<file path="src/rtl/two_way_demux_buf.sv">
// two_way_demux_buf
// Buffered 1-to-2 demultiplexer for the approximate-multiplier result path.
// One valid/ready input stream is steered per beat by in_sel into one of two
// output channels (channel 1: exact path, channel 2: approximate path). Each
// channel owns a 2-entry FIFO, so a stalled consumer never blocks beats that
// are addressed to the other channel.
//
// Optional feature macro: DEMUX_COUNT_EN
//   defined   -> cnt1/cnt2 ports exist; each counts delivered beats (pops) of
//                its channel, saturating at 255, cleared only by reset.
//   undefined -> counter ports and logic are absent.

module two_way_demux_buf #(
   parameter int WIDTH = 16
) (
   input  logic             clk,
   input  logic             rst_n,
   input  logic [WIDTH-1:0] in_data,
   input  logic             in_valid,
   input  logic             in_sel,
   output logic             in_ready,
   output logic [WIDTH-1:0] out1_data,
   output logic             out1_valid,
   input  logic             out1_ready,
   output logic [WIDTH-1:0] out2_data,
   output logic             out2_valid,
   input  logic             out2_ready
`ifdef DEMUX_COUNT_EN
   ,
   output logic [7:0]       cnt1,
   output logic [7:0]       cnt2
`endif
);

   // Per-channel FIFO occupancy states.
   typedef enum logic [1:0] {
      OCC_EMPTY = 2'd0,
      OCC_ONE   = 2'd1,
      OCC_FULL  = 2'd2
   } occ_t;

   // Per-channel views, index 0 = channel 1, index 1 = channel 2.
   logic [1:0]       w_full;
   logic [1:0]       w_push;
   logic [1:0]       w_pop;
   logic [1:0]       w_out_ready;
   logic [1:0]       w_out_valid;
   logic [WIDTH-1:0] w_out_data [2];
`ifdef DEMUX_COUNT_EN
   logic [7:0]       w_cnt [2];
`endif

   assign w_out_ready = {out2_ready, out1_ready};

   // Ready depends only on the addressed FIFO's state. A pop in the same
   // cycle does not free space until the next edge (no pass-through), which
   // keeps in_ready free of any combinational path from outN_ready.
   assign in_ready = in_sel ? ~w_full[1] : ~w_full[0];

   genvar gi;
   generate
      for (gi = 0; gi < 2; gi++) begin : g_ch
         occ_t             r_occ;
         logic             r_wr_ptr;
         logic             r_rd_ptr;
         logic [WIDTH-1:0] r_mem [2];

         // Channel gi is addressed when in_sel equals its index.
         assign w_push[gi]      = in_valid && in_ready && (in_sel == (gi != 0));
         assign w_pop[gi]       = w_out_valid[gi] && w_out_ready[gi];
         assign w_full[gi]      = (r_occ == OCC_FULL);
         assign w_out_valid[gi] = (r_occ != OCC_EMPTY);
         // Head word comes straight from registered storage, so it is stable
         // for as long as the consumer stalls.
         assign w_out_data[gi]  = r_mem[r_rd_ptr];

         // Occupancy FSM plus read/write pointers; push and pop in ONE cancel.
         always_ff @(posedge clk or negedge rst_n) begin
            if (!rst_n) begin
               r_occ    <= OCC_EMPTY;
               r_wr_ptr <= 1'b0;
               r_rd_ptr <= 1'b0;
            end else begin
               if (w_push[gi]) begin
                  r_wr_ptr <= ~r_wr_ptr;
               end
               if (w_pop[gi]) begin
                  r_rd_ptr <= ~r_rd_ptr;
               end
               case (r_occ)
                  OCC_EMPTY: begin
                     if (w_push[gi]) begin
                        r_occ <= OCC_ONE;
                     end
                  end
                  OCC_ONE: begin
                     if (w_push[gi] && !w_pop[gi]) begin
                        r_occ <= OCC_FULL;
                     end else if (!w_push[gi] && w_pop[gi]) begin
                        r_occ <= OCC_EMPTY;
                     end
                  end
                  OCC_FULL: begin
                     if (w_pop[gi]) begin
                        r_occ <= OCC_ONE;
                     end
                  end
                  default: begin
                     r_occ <= OCC_EMPTY;
                  end
               endcase
            end
         end

         // Storage write; cleared on reset so the data outputs read zero.
         always_ff @(posedge clk or negedge rst_n) begin
            if (!rst_n) begin
               r_mem[0] <= '0;
               r_mem[1] <= '0;
            end else if (w_push[gi]) begin
               r_mem[r_wr_ptr] <= in_data;
            end
         end

`ifdef DEMUX_COUNT_EN
         logic [7:0] r_cnt;

         // Delivered-beat counter, saturating at 255.
         always_ff @(posedge clk or negedge rst_n) begin
            if (!rst_n) begin
               r_cnt <= 8'd0;
            end else if (w_pop[gi] && (r_cnt != 8'hFF)) begin
               r_cnt <= r_cnt + 8'd1;
            end
         end

         assign w_cnt[gi] = r_cnt;
`endif
      end
   endgenerate

   assign out1_valid = w_out_valid[0];
   assign out1_data  = w_out_data[0];
   assign out2_valid = w_out_valid[1];
   assign out2_data  = w_out_data[1];

`ifdef DEMUX_COUNT_EN
   assign cnt1 = w_cnt[0];
   assign cnt2 = w_cnt[1];
`endif

endmodule

</file>
<file path="config.mk">
export PLATFORM = sky130hd
export DESIGN_NAME = two_way_demux_buf
export DESIGN_NICKNAME = d
export VERILOG_FILES = /design/src/rtl/two_way_demux_buf.sv
export SDC_FILE = /design/constraint.sdc
export NUM_CORES = 1
export LEC_CHECK = 0
export CELL_PAD_IN_SITES_DETAIL_PLACEMENT = 2
export CELL_PAD_IN_SITES_GLOBAL_PLACEMENT = 2
export CORE_ASPECT_RATIO = 2
export CORE_MARGIN = 5
export CORE_UTILIZATION = 35
export CTS_BUF_LIST = sky130_fd_sc_hd__clkbuf_8
export CTS_CLUSTER_SIZE = 12
export DETAILED_ROUTE_END_ITERATION = 8
export PLACE_DENSITY = 0.74
export SYNTH_ARGS = -nofsm -noshare
export SYNTH_HDL_FRONTEND = slang
export SYNTH_SLANG_ARGS = --single-unit
</file>
<file path="constraint.sdc">
create_clock -name clk -period 1.6 [get_ports clk]
set_input_delay 0.24 -clock clk [delete_from_list [all_inputs] [get_ports clk]]
set_output_delay 0.24 -clock clk [all_outputs]
set_load 0.05 [all_outputs]
</file>
* Yosys cells after proc, flatten, opt, wreduce, memory -nomap -nowiden
Cells that the tools add are included.
** Cells by class
- Bitwise operators :: 11
- Reduce and logical (&&, ||, !) cells :: 21
- Equal/unequal tests :: 10
- Multiplexer cells :: 23
- Magnitude comparators :: 6
** Operators by type and width (number)
- two-way mux 16 bit :: 8
- bitwise mux 32 bit :: 2
- demux 16 bit (select 1 bit) :: 2
- two-way mux 2 bit :: 8
- case mux 2 bit (3 select lines) :: 2
- logical AND 1 bit :: 11
- greater-or-equal comparator 2 bit, second input constant :: 4
- inverter 1 -> 2 bit :: 4
- inverter 1 bit :: 7
- inequality test 3 bit, second input constant :: 2
- AND reduction 3 bit :: 2
- == test 2 x 1 -> 1 bit, second input constant :: 2
- == test 2 bit, second input constant :: 2
- logical NOT 1 bit :: 4
- logical NOT 2 bit :: 2
- < comparator 2 x 1 -> 1 bit, second input constant :: 2
- inequality test 2 x 1 -> 1 bit, second input constant :: 2
- inequality test 2 bit, second input constant :: 2
- nonzero test 2 bit :: 2
- two-way mux 1 bit :: 1
** Storage, ports and cells
- Bits in registers :: 72
- Logic and storage cells :: 81

* Longest topological paths before layout
Gate-level depths: netlist of run 1.
- Depth in word-level cells :: 10
- Gate-level depth with buffers :: 5
- Gate-level depth less buffers :: 5

* Least setup slack after synthesis of run 1
No wires, ideal clock.
- Path kind :: register to output
- Start :: reg g_ch[1].r_occ[1]
- End :: out in_ready
- Setup slack :: 0.005 ns
- Arrival :: 1.355 ns
- Cell stages (with the launch flop) :: 3
- Buffers on the path :: 0
- Cell sequence :: dfrtp_1 > nor2b_2 > a21oi_1
** Between the ends
- Word-level cells in the longest chain between the ends :: 3
** RTL lines
- from (decl) :: line 63 : occ_t r_occ;
- from (signal assigned) :: line 80 : r_occ <= OCC_EMPTY;
- from (signal assigned) :: line 93 : r_occ <= OCC_ONE;
- from (signal assigned) :: line 98 : r_occ <= OCC_FULL;
- == test 2 bit :: line 71 : assign w_full[gi] = (r_occ == OCC_FULL);
- inverter 1 bit :: line 58 : assign in_ready = in_sel ? ~w_full[1] : ~w_full[0];
- two-way mux 1 bit :: line 58
- to (decl) :: line 21 : output logic in_ready,
Every way passes these cells.

* Worst setup path in the final report of run 1
- Start :: reg g_ch[0].r_rd_ptr
- End :: out out1_data[13]
** Between the ends
- Word-level cells in the longest chain between the ends :: 4
** RTL lines
- from (decl) :: line 65 : logic r_rd_ptr;
- from (signal assigned) :: line 88 : r_rd_ptr <= ~r_rd_ptr;
- inverter 1 -> 2 bit (not written as such) :: line 75 : assign w_out_data[gi] = r_mem[r_rd_ptr];
- two-way mux 16 bit (not written as such) (3 in series) :: line 75
- to (decl) :: line 22 : output logic [WIDTH-1:0] out1_data,
Every way passes these cells. The select of a mux whose other input is x is not followed.

==> results of run 1 <==
synth_stat cells (all sizes together) (2+ instances only):
| library cell | count | share of area |
|---|---|---|
| nand2b | 4 | 0.0099 |
| buf | 9 | 0.025 |
| nand2 | 4 | 0.0046 |
| a21oi | 3 | 0.0046 |
| clkbuf | 2 | 0.0023 |
| xnor2 | 3 | 0.0080 |
| dfrtp | 72 | 0.55 |
| nand4b | 2 | 0.0099 |
| nand3b | 2 | 0.0046 |
| o21ai | 3 | 0.0046 |
| or2 | 2 | 0.0038 |
| mux2 | 96 | 0.34 |
worst min-delay path by stage:
stage / cells past startpoint / to / from
3_5_place_dp: 2 / g_ch[0].r_mem[11] / rst_n
5_1_grt: 3 / g_ch[0].r_occ[0] / rst_n
4_1_cts: 3 / g_ch[0].r_occ[0] / rst_n
6_report: 3 / g_ch[0].r_occ[0] / rst_n
2_1_floorplan: 0 / g_ch[0].r_mem[0] / rst_n
3_3_place_gp: 2 / g_ch[0].r_occ[0] / rst_n
power by group through the flow:
stage	clock (mW)	combinational, mW	sequential [mW]
2_1_floorplan	0	4.08	2.92
3_3_place_gp	0	5.52	3.05
3_5_place_dp	0	5.61	3.13
4_1_cts	1.31	6.60	3.12
5_1_grt	1.41	6.85	3.23
6_report	1.24	6.55	3.12
flip-flops by register name, indices dropped and copies added (netlist names):
register,flops
g_ch.r_mem,64
g_ch.r_occ,4
g_ch.r_rd_ptr,2
g_ch.r_wr_ptr,2
kinds of logic after synthesis:
group / after synthesis / synth area share
buffers and inverters: 11 / 0.0271
XOR/XNOR: 4 / 0.0107
AO/OA/AOI/OAI: 7 / 0.0111
flip-flops: 72 / 0.549
adder cells (fa/ha/maj): 1 / 0.00381
multiplexers: 96 / 0.341
AND/OR/NAND/NOR: 21 / 0.0576
worst min-delay path: stages:
cell           delay [ns]
dlygate4sd3_1        0.53
buf_4                0.11
buf_12               0.32
area by class of cell:
class	count	share of cell area
clock buffers	11	0.0329
clock inverters	2	0.00191
multi-input cells	129	0.324
flip-flops and latches	72	0.393
well taps	104	0.0283
repair buffers	86	0.220
layer usage:
layer	routed length, um	global-route usage
met1	3100	0.165
met2	5010	0.300
met3	280	0.0472
met4	82	0.0552
met5	0	0
placed cells by master, fill, tap and decap left out, drive strengths merged, types with 2 or more instances in the layout:
master         count
nand2b             4
nand3b             2
buf               65
dfrtp             72
mux2              96
o21ai              3
or2                2
clkdlybuf4s50     19
xnor2              3
clkbuf            11
a21oi              3
nand2              4
nand4b             2
repair_timing:
item,4_1_cts,5_1_grt
hold buffers,1,0
pin swaps,1,0
cloned,1,0
endpoints found under the setup margin,36,65
hold endpoints to repair,72,0
buffers inserted,7,3
gates resized for setup,62,13
==> metrics.txt, run 1 <==
status=finished, violations left; violated checks=negative setup slack; vias in the first global route=2502; total power=10.9 mW; number of buffers and inverters on the critical path=3; per-cell via count in the routed design=5.05; final hold violations=0; Setup crit start=g_ch[0].r_rd_ptr; Post-synth EDFFs=0; post-synthesis cell type count=29; HPWL after detailed placement=5720 um; P_sw=4.58 mW; Post-Synthesis Cell Area=0.00328 mm^2; tightest slew margin relative to the limit=0.741; Antenna Nets Post-Route=0; total number of vias=2039; maximum number of pins on one net before global-route repair=73; placed inst area=0.00407 mm^2; remaining global-route overflow=0; Setup Slack @ Placement=-0.277 ns; crit path capture=out1_data[13]; min Tclk post-route=1.74 ns; Final Instance Count excl. Fillers=404; Synth warnings=0; leakage power of the design=2.01 nW; register-to-register setup slack=0.06 ns; layout net count=321; core outline area=0.00926 mm^2; Placed Cells=381; share of synthesized area occupied by flip-flops and latches=0.549; worst-case vdd ir drop=1.56 mV; final setup TNS=-2.73 ns; DRC errors left=0; net count after synthesis=235; CP dominant cell by count=buf_12; # H-tree levels=3; power per standard cell area=2370 mW/mm^2; placer congestion estimate=0.742; worst hold margin=0.424 ns; clk_skew=0.0137 ns; FF+latch count, synth=72; initial standard-cell utilization of the core=0.354; most instantiated flip-flop cell in the synthesis netlist=dfrtp_1; number of detailed-route iterations in the first pass=3; start-to-end type of the worst setup path=reg -> out; TritonCTS clock tree=built; Final Max Tran Viols=0; number of top-level pins=57; largest fanout on the critical path=6; highest clock rate=0.575 GHz; Skew-Pair Late Insertion Delay=0.36 ns; count of max-cap constraint violations=0; root buffer cell=clkbuf_8; Fillers=881; Final Cell Area=0.00460 mm^2; footprint of the multi-input gates=0.00149 mm^2; Largest delay share family, worst path=flip-flops; first-pass GRT wire length=13600 um; share of the clock period used by the worst path after layout=1.09; floorplan die height=147 um; crit path capture type=primary output; Area growth, synth to finish=40.1%; Layout Utilization=0.496; antenna violations before repair=0; number of buffers inserted by port buffering=56; share of final-layout standard cells stronger than drive strength 1=0.640; average wire length per cell after detail routing=21.0 um; die width=78.5 um; count of clock tree sinks=72; Crit. path cell count=4; share of power burned in registers=0.286; class of the tightest hold or removal check=in -> async; worst r2r path cells=4; synthesized instance count=212; area of the die=0.0115 mm^2; actual slew at the worst max-slew pin=0.389 ns; terminus of the critical flop-to-flop path=g_ch[0].r_mem[24]; net switching fraction of the power=0.420; final setup violating endpoints=32; Required @ worst endpoint=1.36 ns; internal cell power=6.33 mW; r2r startpoint=g_ch[0].r_occ[0]; aggregate global-route resource usage=0.160; Crit-path slowest cell=dfrtp_2; slowest stage delay, CP=0.41 ns; Longest Clk Path Bufs=2; average size of a mapped cell=15.5 um^2; unrepaired setup endpoints after global routing=true; slack of the critical path=-0.138 ns; antenna cells=0; Combinational Power Share=0.600; register area=0.00181 mm^2; relative contribution of the clock network to total power=0.114; Rows=50; Post-synth ARST share=1.00; total routed wirelength=8470 um; number of buffers created by CTS=9; clock edge transition at the registers on the reported setup and hold paths=0.08 ns; type of element launching the critical path=flop; Critical Path AT=1.50 ns; number of DRC markers after the initial detailed-route iteration=47; list of cells traversed by the critical path=buf_12 -> buf_12 -> mux2_2 -> buf_6
Power figures use the tool's default switching activity.
==> run 2: changes to the inputs <==
Settings changed: CTS_CLUSTER_SIZE 12 to 16.
==> results of run 2 <==
The final DEF is identical to that of run 1; final timing and power are the same.
